==> config.mk <==
export PLATFORM = sky130hd
export DESIGN_NAME = glacier_spawn_scheduler
export DESIGN_NICKNAME = d
export VERILOG_FILES = /design/src/rtl/glacier_pkg.sv /design/src/rtl/hit_priority_arbiter.sv /design/src/rtl/glacier_spawn_scheduler.sv
export SDC_FILE = /design/constraint.sdc
export NUM_CORES = 1
export LEC_CHECK = 0
export CAP_MARGIN = 20
export CORE_MARGIN = 2
export CORE_UTILIZATION = 58
export CTS_CLUSTER_DIAMETER = 150
export DETAILED_ROUTE_END_ITERATION = 10
export DONT_BUFFER_PORTS = 1
export PLACE_DENSITY_LB_ADDON = 0.1
export SYNTH_ARGS = -nofsm -noshare
export SYNTH_HDL_FRONTEND = slang
export SYNTH_SLANG_ARGS = --single-unit
export TNS_END_PERCENT = 5
==> constraint.sdc <==
create_clock -name i_clk -period 4.7 [get_ports i_clk]
set_clock_uncertainty 0.1 [all_clocks]
set_input_delay 0.47 -clock i_clk [delete_from_list [all_inputs] [get_ports i_clk]]
set_output_delay 0.47 -clock i_clk [all_outputs]
set_load 0.05 [all_outputs]
==> src/rtl/glacier_pkg.sv <==
`default_nettype none
// ---------------------------------------------------------------------------
// glacier_pkg: shared geometry, coordinate type and scheduler states. rev 1.0
// ---------------------------------------------------------------------------
package glacier_pkg;
  localparam int SCREEN_H    = 720;
  localparam int SPRITE_SIZE = 128;
  localparam int SPAWN_X     = 276;
  localparam int SPAWN_Y     = 96;

  typedef enum logic [1:0] {
    IDLE   = 2'd0,
    UPDATE = 2'd1,
    SPAWN  = 2'd2
  } sched_state_t;

  typedef logic [15:0] coord_t;
endpackage
`default_nettype wire

==> src/rtl/hit_priority_arbiter.sv <==
`default_nettype none
// ---------------------------------------------------------------------------
// hit_priority_arbiter: registered lowest-index-wins encoder. rev 1.0
// ---------------------------------------------------------------------------
module hit_priority_arbiter #(
  parameter int N = 4
) (
  input  logic         i_clk,
  input  logic         i_rst,
  input  logic [N-1:0] i_req,
  output logic         o_valid,
  output logic [2:0]   o_idx
);
  logic       win_valid;
  logic [2:0] win_idx;

  always_comb begin
    win_valid = 1'b0;
    win_idx   = 3'd0;
    for (int k = N - 1; k >= 0; k--) begin
      if (i_req[k]) begin
        win_valid = 1'b1;
        win_idx   = 3'(k);
      end
    end
  end

  always_ff @(posedge i_clk or posedge i_rst) begin
    if (i_rst) begin
      o_valid <= 1'b0;
      o_idx   <= 3'd0;
    end else begin
      o_valid <= win_valid;
      o_idx   <= win_idx;
    end
  end
endmodule
`default_nettype wire

==> src/rtl/glacier_spawn_scheduler.sv <==
`default_nettype none
// ---------------------------------------------------------------------------
// glacier_spawn_scheduler: per-frame slot motion/spawn FSM + hit arbiter. rev 1.0
// ---------------------------------------------------------------------------
module glacier_spawn_scheduler
  import glacier_pkg::*;
#(
  parameter int NUM_SLOTS      = 4,
  parameter int SPAWN_INTERVAL = 60,
  parameter int SPAWN_X        = glacier_pkg::SPAWN_X,
  parameter int SPAWN_Y        = glacier_pkg::SPAWN_Y,
  parameter int SPRITE_SIZE    = glacier_pkg::SPRITE_SIZE,
  parameter int SCREEN_H       = glacier_pkg::SCREEN_H
) (
  input  logic                    i_clk,
  input  logic                    i_rst,
  input  logic                    i_v_sync,
  input  logic                    i_enable,
  input  logic [NUM_SLOTS-1:0]    i_hit,
  output logic [16*NUM_SLOTS-1:0] o_slot_x,
  output logic [16*NUM_SLOTS-1:0] o_slot_y,
  output logic [NUM_SLOTS-1:0]    o_slot_active,
  output logic                    o_sel_valid,
  output logic [2:0]              o_sel_slot,
  output logic                    o_spawn_drop,
  output logic                    o_busy
);
  localparam coord_t      RETIRE_Y   = 16'(SCREEN_H - SPRITE_SIZE);
  localparam logic [15:0] LAST_COUNT = 16'(SPAWN_INTERVAL - 1);
  localparam logic [2:0]  LAST_IDX   = 3'(NUM_SLOTS - 1);

  sched_state_t          state, state_nxt;
  logic [2:0]            idx;
  logic [15:0]           frame_cnt;
  logic                  vs_prev, pending, frame_edge;
  logic                  spawn_due, free_found;
  logic [2:0]            free_idx;
  logic [NUM_SLOTS-1:0]  active;
  logic [NUM_SLOTS-1:0]  hit_req;

  assign frame_edge = i_v_sync & ~vs_prev;

  always_comb begin
    state_nxt = state;
    case (state)
      IDLE:    if (i_enable && (frame_edge || pending)) state_nxt = UPDATE;
      UPDATE:  if (idx == LAST_IDX) state_nxt = SPAWN;
      SPAWN:   state_nxt = IDLE;
      default: state_nxt = IDLE;
    endcase
  end

  // Free slot is chosen after the update pass, so a slot retired this frame is reusable.
  always_comb begin
    free_found = 1'b0;
    free_idx   = 3'd0;
    for (int k = NUM_SLOTS - 1; k >= 0; k--) begin
      if (!active[k]) begin
        free_found = 1'b1;
        free_idx   = 3'(k);
      end
    end
  end

  assign spawn_due    = (state == SPAWN) && (frame_cnt == LAST_COUNT);
  assign o_spawn_drop = spawn_due & ~free_found;
  assign o_busy       = (state != IDLE);

  always_ff @(posedge i_clk or posedge i_rst) begin
    if (i_rst) begin
      state     <= IDLE;
      vs_prev   <= 1'b0;
      pending   <= 1'b0;
      idx       <= 3'd0;
      frame_cnt <= 16'd0;
    end else begin
      state   <= state_nxt;
      vs_prev <= i_v_sync;
      // In IDLE the flag is either consumed by a new pass or discarded while disabled.
      if (state == IDLE)   pending <= 1'b0;
      else if (frame_edge) pending <= 1'b1;
      if (state == UPDATE) idx <= (idx == LAST_IDX) ? 3'd0 : idx + 3'd1;
      else                 idx <= 3'd0;
      if (state == SPAWN)  frame_cnt <= spawn_due ? 16'd0 : frame_cnt + 16'd1;
    end
  end

  for (genvar k = 0; k < NUM_SLOTS; k++) begin : g_slot
    coord_t x_q, y_q;
    logic   act_q, visit, retire, spawn_here;

    assign visit      = (state == UPDATE) && (idx == 3'(k)) && act_q;
    assign retire     = (x_q == 16'd0) || (y_q > RETIRE_Y);
    assign spawn_here = spawn_due && free_found && (free_idx == 3'(k));

    always_ff @(posedge i_clk or posedge i_rst) begin
      if (i_rst) begin
        act_q <= 1'b0;
        x_q   <= 16'(SPAWN_X);
        y_q   <= 16'(SPAWN_Y);
      end else if (spawn_here) begin
        act_q <= 1'b1;
        x_q   <= 16'(SPAWN_X);
        y_q   <= 16'(SPAWN_Y);
      end else if (visit) begin
        if (retire) begin
          act_q <= 1'b0;
        end else begin
          x_q <= x_q - 16'd1;
          y_q <= y_q + 16'd1;
        end
      end
    end

    assign active[k]             = act_q;
    assign o_slot_x[16*k +: 16]  = x_q;
    assign o_slot_y[16*k +: 16]  = y_q;
  end

  assign o_slot_active = active;
  assign hit_req       = i_hit & active;

  hit_priority_arbiter #(
    .N (NUM_SLOTS)
  ) u_arb (
    .i_clk   (i_clk),
    .i_rst   (i_rst),
    .i_req   (hit_req),
    .o_valid (o_sel_valid),
    .o_idx   (o_sel_slot)
  );
endmodule
`default_nettype wire

==> impl_metrics.ini <==
[synthesis]
synth_top_flop_cell = dfrtp_1
yosys.area_share.adder = 0.0322
ys_seq_elements = 158
synth.yosys.seq_area_share = 0.488
fraction_of_the_mapped_netlist_area_in_simple_logic_gates = 0.284
synth_top_family_by_area = simple AND/OR/NAND/NOR gates
syn-num-nets = 866
synthDistinctLibCells = 72
synth_cells = 837
synth-edff-count = 0
async_flop_share = 1.00
synth_top_cell_area_share = 0.424
syn_area_um2 = 8150
fraction_of_the_mapped_netlist_area_in_compound_gates = 0.110
yosysTopAreaCell = dfrtp_1
ys_warn_count = 0
netlist_top_cells_area = dfrtp_1, dfstp_2, nand3_1
synth-xor-area-share = 0.0204
synthesis.area_per_instance_um2 = 9.74
synthMuxAreaShare = 0.0322

[detailed_routing]
viasPerCell = 6.50
wire_per_inst_um = 19.1
postRouteAntennaNets = 0
drt-pass1-iter-count = 8
via_count = 6677
drt-initial-drc-count = 554
drt_wl_total_um = 19700
detail_route.drc_violations = 1

[timing]
fin_tns_setup_ns = 0
slew_headroom = 0.344
grt_setup_unrepaired = false
hold_violations = 0
timing_worst_slew_pin_value_ns = 0.984
fin_crit_ns = 3.39
period_share = 0.722
timing.final.max_slew_violations = 0
setup_viol = 0
max_freq_ghz = 0.295

[cts]
cts_tree = yes
clock_tree.root_cell = clkbuf_16
clock_sinks = 158
post-cts-setup-buffers = 0
clk_pin_slew_worst_paths_ns = 0.06
cts-buffers-inserted = 17
htree_num_levels = 4
post_cts.resized_instances = 0
clk_latency_ns = 0.43
maximum_count_of_clock_buffers_along_a_single_path = 2

[die]
die_area_um2 = 15000
num_io_pins = 146
floorplan.core_area_um2 = 13800
initial_core_util = 0.590
fp.dieW_um = 123
die_h_um = 123
rows = 43

[setup_path]
timing.critical_path.max_delay_family = compound AO/OA/AOI/OAI gates
cpMaxStageDelayCell = a221oi_1
worstSetupPathType = register to register
worst_setup_path_end_kind = register
cp_cell_sequence = inv_1, ha_1, nor4b_1, a221oi_1, or3_1, o21ai_0, a21oi_1
worst_ep_required_time_ns = 4.94
critical_path_buf_inv_count = 1
cp_slowest_stage_delay_ns = 0.85
path_max_fanout = 30
start_kind = register
arrival_ns = 3.64

[placement]
port_buffers = 0
gp_congestion = 0.885
detailedPlacementHpwl_um = 13500
place_inst = 992

[min_path]
hold_class = primary input to register

[flow_run]
drv.max_cap_violation_count = 0

[layout]
drive_gt1_frac = 0.0968
antenna_cells = 0
most_common_library_cell_in_the_layout_ignoring_fill_and_taps = dfrtp_1
layout_common_cells = dfrtp_1, nand2_1, nand3_1
final-instance-count-excl-fill = 1027
signed_area_change_from_the_synthesized_netlist_to_the_final_layout_pct = 9.49
layout.nets = 863

[status]
failing_checks = design-rule violations
status = finished, violations left

[global_route]
track_usage = 0.266
grt.overflow.total = 0
grt_pass1_vias = 6343
grt_antenna_before_repair = 0
grt_first_pass_wirelength_um = 31500
grt_start_max_net_pins = 86

[power_and_ir_drop]
cellLeakagePower_nw = 4.16
p_per_area_nw_per_um2 = 335
ir_drop_uv = 309
## timing repair
item | in CTS | in global routing
endpoints found under the hold margin | 13 | 0
hold buffers | 2 | 0
setup endpoints to repair | 0 | 0
## final timing paths
check                                             startpoint                            end  slack (ns)  depth (start not counted)
worst min register to register           pending$_DFFE_PP0P_            pending$_DFFE_PP0P_        0.39                          2
worst max register to register  g_slot[3].y_q[0]$_DFFE_PP0P_   g_slot[3].x_q[9]$_DFFE_PP0P_        1.31                          7
worst max-delay path            g_slot[3].y_q[0]$_DFFE_PP0P_   g_slot[3].x_q[9]$_DFFE_PP0P_        1.31                          7
worst min-delay path                                i_hit[0]       u_arb.o_idx[0]$_DFF_PP0_        0.06                          1
min in group asynchronous                              i_rst  g_slot[2].x_q[10]$_DFFE_PP0P_        0.40                          2
max in group asynchronous                              i_rst       frame_cnt[8]$_DFFE_PP0N_        3.05                          3
## cells by family after synthesis
kind of cell               count (synthesis)
adders and majority gates                 21
xor gates and xnor gates                  19
and+or+nand+nor                          402
AOI/OAI and AO/OA                        147
buffers and inverters                     63
other                                      1
muxes                                     26
DFF                                      158
## area by class of cell
| type | count | area [um^2] |
|---|---|---|
| clock buffer | 21 | 460 |
| clock inverter | 11 | 141 |
| fill | 1068 | 4900 |
| inverter | 31 | 120 |
| multi-input combinational | 616 | 3910 |
| sequential | 158 | 3980 |
| tap | 180 | 225 |
| timing repair buffer | 10 | 90.1 |
## Yosys cell counts (3+ instances only)
library cell / n
dfrtp_1: 138
nand2_1: 59
nand3_1: 56
nor2_1: 52
a21oi_1: 47
o21ai_0: 46
or3_1: 32
inv_1: 31
nor4_1: 31
and2_1: 25
nor3_1: 25
mux2i_1: 24
ha_1: 21
or4_1: 21
dfstp_2: 20
and3_1: 19
clkbuf_1: 18
nand4_1: 17
xnor2_1: 12
o31ai_1: 11
and4_1: 8
nand2b_1: 8
nor4b_1: 8
xor2_1: 7
buf_2: 6
nand4b_1: 6
a21o_1: 5
buf_4: 5
nor2b_1: 4
o41ai_1: 4
or2_2: 4
a211oi_1: 3
a22o_1: 3
a22oi_1: 3
and3_2: 3
nor3b_1: 3
o21a_1: 3
o2bb2ai_1: 3
## routing by layer
layer  wire, um  share of wire  global-route usage  vias up
met1       8430           0.43               0.346     3323
met5          0              0                   0        -
met4        369          0.019               0.108        0
met3       1360          0.069              0.0678       32
met2       9500           0.48               0.426      233
li1           -              -                   -     3089
## registers in the layout (all words and copies together) (netlist names)
name,flops
g_slot.act_q,4
state,2
g_slot.x_q,64
u_arb.o_valid,1
u_arb.o_idx,2
vs_prev,1
pending,1
frame_cnt,16
idx,3
g_slot.y_q,64
## power breakdown
part | switching (mW) | internal (mW)
sequential | 0.0311 | 1.39
clock | 0.555 | 0.860
combinational | 0.0993 | 0.0544
## metrics by stage
step	instance area, um^2	power [mW]	setup slack (ns)	hold slack [ns]	utilization
3_3_place_gp	8300	1.59	1.57	0.230	0.600
6_report	8920	2.99	1.31	0.0625	0.645
4_1_cts	8920	3.02	1.35	0.0454	0.645
5_1_grt	8920	3.10	1.06	0.0505	0.645
2_1_floorplan	8160	1.56	1.86	0.339	-
3_5_place_dp	8300	1.60	1.38	0.234	0.600
No activity file was read; power rests on OpenSTA's default activity.
